`config.mk`:
```
export PLATFORM = sky130hd
export DESIGN_NAME = if_prefetch_unit
export DESIGN_NICKNAME = d
export VERILOG_FILES = /design/src/rtl/if_prefetch_unit_pkg.sv /design/src/rtl/if_prefetch_unit_fifo.sv /design/src/rtl/if_prefetch_unit.sv
export SDC_FILE = /design/constraint.sdc
export NUM_CORES = 1
export LEC_CHECK = 0
export BUFFER_PORTS_ARGS = -buffer_cell sky130_fd_sc_hd__clkbuf_2
export CORE_AREA = 4 4 221 223
export DETAILED_ROUTE_END_ITERATION = 7
export DIE_AREA = 0 0 225 227
export GPL_ROUTABILITY_DRIVEN = 0
export GPL_TIMING_DRIVEN = 0
export MAX_ROUTING_LAYER = met4
export PLACE_DENSITY = 0.57
export SLEW_MARGIN = 10
export SYNTH_ARGS = -nofsm -noshare
export SYNTH_HDL_FRONTEND = slang
export SYNTH_SLANG_ARGS = --single-unit
```
`constraint.sdc`:
```
create_clock -name clk -period 9.2 [get_ports clk]
set_input_delay 0.46 -clock clk [delete_from_list [all_inputs] [get_ports clk]]
set_output_delay 0.46 -clock clk [all_outputs]
set_load 0.005 [all_outputs]
```
`src/rtl/if_prefetch_unit_pkg.sv`:
```
// Shared constants and types for the instruction-fetch prefetch unit.
package if_prefetch_unit_pkg;

  localparam logic [31:0] RESET_PC_DEFAULT = 32'h0000_0000;
  localparam logic [31:0] NOP_INST         = 32'h0000_0013;
  localparam logic [31:0] PC_INCR          = 32'd4;

  typedef struct packed {
    logic [31:0] pc;
    logic [31:0] data;
  } fetch_entry_t;

  function automatic logic [31:0] align_pc(input logic [31:0] pc);
    return {pc[31:2], 2'b00};
  endfunction

endpackage

```
`src/rtl/if_prefetch_unit_fifo.sv`:
```
// Synchronous FIFO with flush and a registered head; a push into an empty
// queue becomes visible on the following cycle.
module if_fifo #(
  parameter int WIDTH = 64,
  parameter int DEPTH = 4
) (
  input  logic                       clk,
  input  logic                       reset,
  input  logic                       flush,
  input  logic                       push,
  input  logic [WIDTH-1:0]           push_data,
  input  logic                       pop,
  output logic [$clog2(DEPTH):0]     count,
  output logic [WIDTH-1:0]           head
);

  localparam int AW = $clog2(DEPTH);
  localparam int CW = AW + 1;
  localparam logic [CW-1:0] DEPTH_CNT = CW'(DEPTH);

  logic [WIDTH-1:0] mem [DEPTH];
  logic [AW-1:0]    rd_ptr_reg, wr_ptr_reg, rd_ptr_next;
  logic [CW-1:0]    count_reg;
  logic [WIDTH-1:0] head_reg;
  logic             do_push, do_pop;

  assign do_pop      = pop && (count_reg != '0);
  assign do_push     = push && ((count_reg != DEPTH_CNT) || do_pop);
  assign rd_ptr_next = rd_ptr_reg + AW'(do_pop);
  assign count       = count_reg;
  assign head        = head_reg;

  always_ff @(posedge clk) begin
    if (do_push && !flush && !reset) mem[wr_ptr_reg] <= push_data;
  end

  always_ff @(posedge clk) begin
    if (reset) begin
      rd_ptr_reg <= '0;
      wr_ptr_reg <= '0;
      count_reg  <= '0;
      head_reg   <= '0;
    end else if (flush) begin
      // head_reg deliberately kept so the presented PC holds after a flush
      rd_ptr_reg <= '0;
      wr_ptr_reg <= '0;
      count_reg  <= '0;
    end else begin
      if (do_push) wr_ptr_reg <= wr_ptr_reg + AW'(1);
      rd_ptr_reg <= rd_ptr_next;
      count_reg  <= count_reg + CW'(do_push) - CW'(do_pop);
      if (count_reg != CW'(do_pop)) head_reg <= mem[rd_ptr_next];
      else if (do_push)             head_reg <= push_data;
    end
  end

endmodule

```
`src/rtl/if_prefetch_unit.sv`:
```
// Fetch front end: owns the PC, issues credit-limited memory requests and
// queues in-order responses for IF_ID, with redirect flush and stall hold.
module if_prefetch_unit
  import if_prefetch_unit_pkg::*;
#(
  parameter logic [31:0] RESET_PC = RESET_PC_DEFAULT,
  parameter int          DEPTH    = 4
) (
  input  logic        clk,
  input  logic        reset,
  output logic        imem_req_valid,
  input  logic        imem_req_ready,
  output logic [31:0] imem_req_addr,
  input  logic        imem_rsp_valid,
  input  logic [31:0] imem_rsp_data,
  input  logic        redirect,
  input  logic [31:0] redirect_pc,
  input  logic        stall,
  output logic        inst_valid,
  output logic [31:0] inst_pc,
  output logic [31:0] inst_data
);

  localparam int CW = $clog2(DEPTH) + 1;
  localparam logic [CW-1:0] DEPTH_CNT = CW'(DEPTH);

  logic          reset_q_reg;
  logic [31:0]   fetch_pc_reg, pc_tag_reg;
  logic [CW-1:0] outstanding_reg, drop_cnt_reg, outstanding_next;
  logic [CW-1:0] q_count;
  logic [CW:0]   credit_sum;
  logic          accept, keep, pop;
  fetch_entry_t  head;
  fetch_entry_t  push_entry;

  // Requests in flight plus queued entries never exceed the queue depth,
  // so every response always has a free slot.
  assign credit_sum     = {1'b0, outstanding_reg} + {1'b0, q_count};
  assign imem_req_valid = !reset_q_reg && !redirect && (credit_sum < {1'b0, DEPTH_CNT});
  assign imem_req_addr  = fetch_pc_reg;
  assign accept         = imem_req_valid && imem_req_ready;

  assign keep             = imem_rsp_valid && (drop_cnt_reg == '0) && !redirect;
  assign outstanding_next = outstanding_reg + CW'(accept) - CW'(imem_rsp_valid);
  assign push_entry       = '{pc: pc_tag_reg, data: imem_rsp_data};

  assign inst_valid = (q_count != '0);
  assign pop        = inst_valid && !stall;
  assign inst_pc    = head.pc;
  assign inst_data  = inst_valid ? head.data : (reset_q_reg ? 32'h0 : NOP_INST);

  always_ff @(posedge clk) begin
    reset_q_reg <= reset;
    if (reset) begin
      fetch_pc_reg    <= RESET_PC;
      pc_tag_reg      <= RESET_PC;
      outstanding_reg <= '0;
      drop_cnt_reg    <= '0;
    end else begin
      outstanding_reg <= outstanding_next;
      if (redirect) begin
        // Everything still in flight after this cycle belongs to the old path
        fetch_pc_reg <= align_pc(redirect_pc);
        pc_tag_reg   <= align_pc(redirect_pc);
        drop_cnt_reg <= outstanding_next;
      end else begin
        if (accept) fetch_pc_reg <= fetch_pc_reg + PC_INCR;
        if (imem_rsp_valid) begin
          if (drop_cnt_reg != '0) drop_cnt_reg <= drop_cnt_reg - CW'(1);
          else                    pc_tag_reg   <= pc_tag_reg + PC_INCR;
        end
      end
    end
  end

  if_fifo #(
    .WIDTH ($bits(fetch_entry_t)),
    .DEPTH (DEPTH)
  ) u_fifo (
    .clk       (clk),
    .reset     (reset),
    .flush     (redirect),
    .push      (keep),
    .push_data (push_entry),
    .pop       (pop),
    .count     (q_count),
    .head      (head)
  );

endmodule

```
==> metrics.md <==
| Metric | Value |
|---|---|
| Outcome | completed |
| Yosys top cell by area | edfxtp_1 |
| Worst min path class | in2reg |
| Final cell count without fillers | 2091 |
| Register area share after synthesis | 0.628 |
| Slew @ Worst Pin | 1.18 ns |
| Boundary pin count | 168 |
| Postcts setup bufs | 0 |
| Max Clock Freq | 0.198 GHz |
| Most instantiated cells after synthesis | edfxtp_1, dfxtp_1, nand2_1 |
| Skew final | 0.0294 ns |
| GRT busiest layer | met2 |
| First drt pass iteration count | 5 |
| Max_slew headroom | 0.212 |
| PwrDens | 222 nW/um2 |
| M3 GR Usage | 0.0244 |
| Routed via count | 10800 |
| Synth Area per Inst | 13.1 um2 |
| Post-layout minimum cycle time | 5.04 ns |
| Worst Setup SP | u_fifo.count[1] |
| RSZ-0062 raised after global routing | false |
| Initial antenna violation count | 1 |
| Slew Limit Fails | 0 |
| Synth warn | 0 |
| Reg2reg end | u_fifo.head[21] |
| First-pass GRT wire length | 64100 um |
| Area share of the largest cell type after synthesis | 0.460 |
| Clock buffer depth | 3 |
| Slowest CP cell | a21oi_1 |
| Final Util | 0.415 |
| Setup slack, reg-to-reg | 4.16 ns |
| Synthesized area | 16200 um2 |
| Mapped Cells | 1239 |
| Met1 Use GR | 0.224 |
| Fillers | 4394 |
| CP endpoint | u_fifo.head[21] |
| Crit path capture type | register |
| Core ar. | 46600 um2 |
| Die Ht | 227 um |
| Tot GR Track Use | 0.167 |
| ANT nets after route | 0 |
| Per-cell routed wire length | 20.1 um |
| DIE WIDTH | 225 um |
| Arrival @ worst endpoint | 5.51 ns |
| Share of cells above drive strength 1 | 0.240 |
| Synth async-reset ratio | 0 |
| Num Clock Sinks | 384 |
| FF+latch count, synth | 384 |
| Largest net degree at the start of global routing | 42 |
| # DRC | 0 |
| Area of the die | 51100 um2 |
| Cell breakdown of the critical path | nor3_2 -> clkbuf_1 -> nor2_1 -> ha_1 -> nor3b_1 -> clkbuf_1 -> a21oi_1 -> clkbuf_1 -> clkbuf_1 -> a31oi_1 -> o21ai_0 |
| Net count, final | 1538 |
| CP most frequent cell | clkbuf_1 |
| Area Growth Syn to Fin | 19.3% |
| CTS Buf Count | 42 |
| CTS tree | built |
| Peak VDD IR | 166 uV |
| FF-to-FF path depth | 11 |
| Final Setup Violations | 0 |
| Post-CTS sizing | 0 |
| Top-count cell post-synth | edfxtp_1 |
| M2 GR Usage | 0.267 |
| Critical-path maximum fanout | 10 |
| Worst skew pair latency | 0.56 ns |
| Max_cap viols | 0 |
| GR Overflow Total | 0 |
| Period utilisation layout | 0.548 |
| Biggest cell delay along the critical path | 1.06 ns |
| First DRT Iteration DRCs | 755 |
| Avg Vias per Cell | 5.15 |
| CTS H-tree lvls | 2 |
| Most used DFF post-synth | edfxtp_1 |
| Hold Violations, Final | 0 |
| Row cnt | 79 |
| Vias in the first global route | 10900 |
| Clock-pin slew on the worst setup and hold paths | 0.06 ns |
| Required @ worst endpoint | 9.67 ns |
| Cts hold-fix bufs | 0 |
| Number of flip-flops in the largest register | 248 |
| Detailed Place HPWL | 28100 um |
| WL final | 42000 um |
| Clock Tree Root | clkbuf_16 |
| Path type of the worst setup path | reg2reg |
| ANT cells | 0 |
| LEAKAGE | 6.69 nW |
| Area contributors post-synth | edfxtp_1, dfxtp_1, mux4_2, nor2b_1, a31oi_1 |
| R2R Path Start | u_fifo.count[1] |
| Post-synth EDFFs | 248 |
| Initial Utilization | 0.348 |
| Distinct cells, synth | 58 |
| Placed Instances | 2014 |
| Setup TNS | 0 ns |
| IO Port Bufs | 160 |
| Critical Path Source Type | register |
-- per-stage QoR --
stage | setup slack, ns | total power, W | area [um2] | hold WS (ns)
2_1_floorplan | 5.91 | 0.00238 | 16200 | 0.487
3_3_place_gp | 2.97 | 0.00259 | 17800 | 0.501
3_5_place_dp | 3.99 | 0.00260 | 17900 | 0.514
4_1_cts | 3.93 | 0.00434 | 19300 | 0.113
5_1_grt | 3.77 | 0.00447 | 19300 | 0.139
6_report | 4.16 | 0.00429 | 19300 | 0.154
-- report_power, final --
part | internal (W) | switching (W)
sequential | 0.00193 | 0.0000722
clock | 0.00105 | 0.000682
combinational | 0.000241 | 0.000318
-- layout make-up --
type                    instances  area, um2  share of cell area
flip-flops and latches        384      10200               0.527
multi-input cells             718       5370               0.278
clock buffers                  59       1200              0.0619
repair buffers                165        915              0.0474
well taps                     607        759              0.0393
plain buffers                 110        562              0.0291
clock inverters                18        226              0.0117
inverters                      30        113             0.00583
-- kinds of logic (layout without fill, tap and decap cells) --
| group | count (synthesis) | after routing | share of synthesized area |
|---|---|---|---|
| AOI/OAI and AO/OA | 237 | 237 | 0.0890 |
| buffers and inverters | 140 | 382 | 0.0417 |
| adders and majority gates | 17 | 17 | 0.0141 |
| and+or+nand+nor | 353 | 353 | 0.116 |
| DFF | 384 | 384 | 0.628 |
| muxes | 67 | 67 | 0.0896 |
| xor gates and xnor gates | 40 | 40 | 0.0216 |
| other | 1 | 4 | 0.000232 |
-- per-layer routing --
layer / vias up / part of all wire / wire (um)
met2: 365 / 0.47 / 19800
met5: - / 0 / 0
li1: 5043 / - / -
met3: 65 / 0.057 / 2400
met1: 5293 / 0.45 / 18800
met4: 0 / 0.025 / 1050
-- worst min path at each step --
stage,start,end,slack (ns),cells after the start
floorplan,u_fifo.wr_ptr_reg[1],u_fifo.wr_ptr_reg[1],0.49,2
global placement,imem_req_addr[31],imem_req_addr[31],0.50,2
detailed placement,imem_req_addr[31],imem_req_addr[31],0.51,2
CTS,imem_rsp_data[17],u_fifo.mem[0][17],0.11,1
global route,imem_rsp_data[5],u_fifo.mem[3][5],0.14,1
finish,imem_rsp_data[31],u_fifo.mem[3][31],0.15,1
-- critical path, delay by kind of cell (launching register included) --
kind	cells	cell delay, ns
and+or+nand+nor	3	0.76
buffers and inverters	4	2.10
DFF	1	0.38
AOI/OAI and AO/OA	3	1.40
adders and majority gates	1	0.31
-- layout by cell type, fill, tap and decap left out, types with 16 or more instances in the layout --
master	n
clkbuf_2	160
mux4_2	62
a211oi_1	16
xnor2_1	27
nor2_1	49
inv_1	30
a21oi_1	30
o21ai_0	77
nor2b_1	94
edfxtp_1	248
a31oi_1	76
nand2_1	99
nand4_1	22
buf_4	35
dfxtp_1	136
clkbuf_1	69
nand3_1	18
clkbuf_16	43
Power figures use the tool's default switching activity.
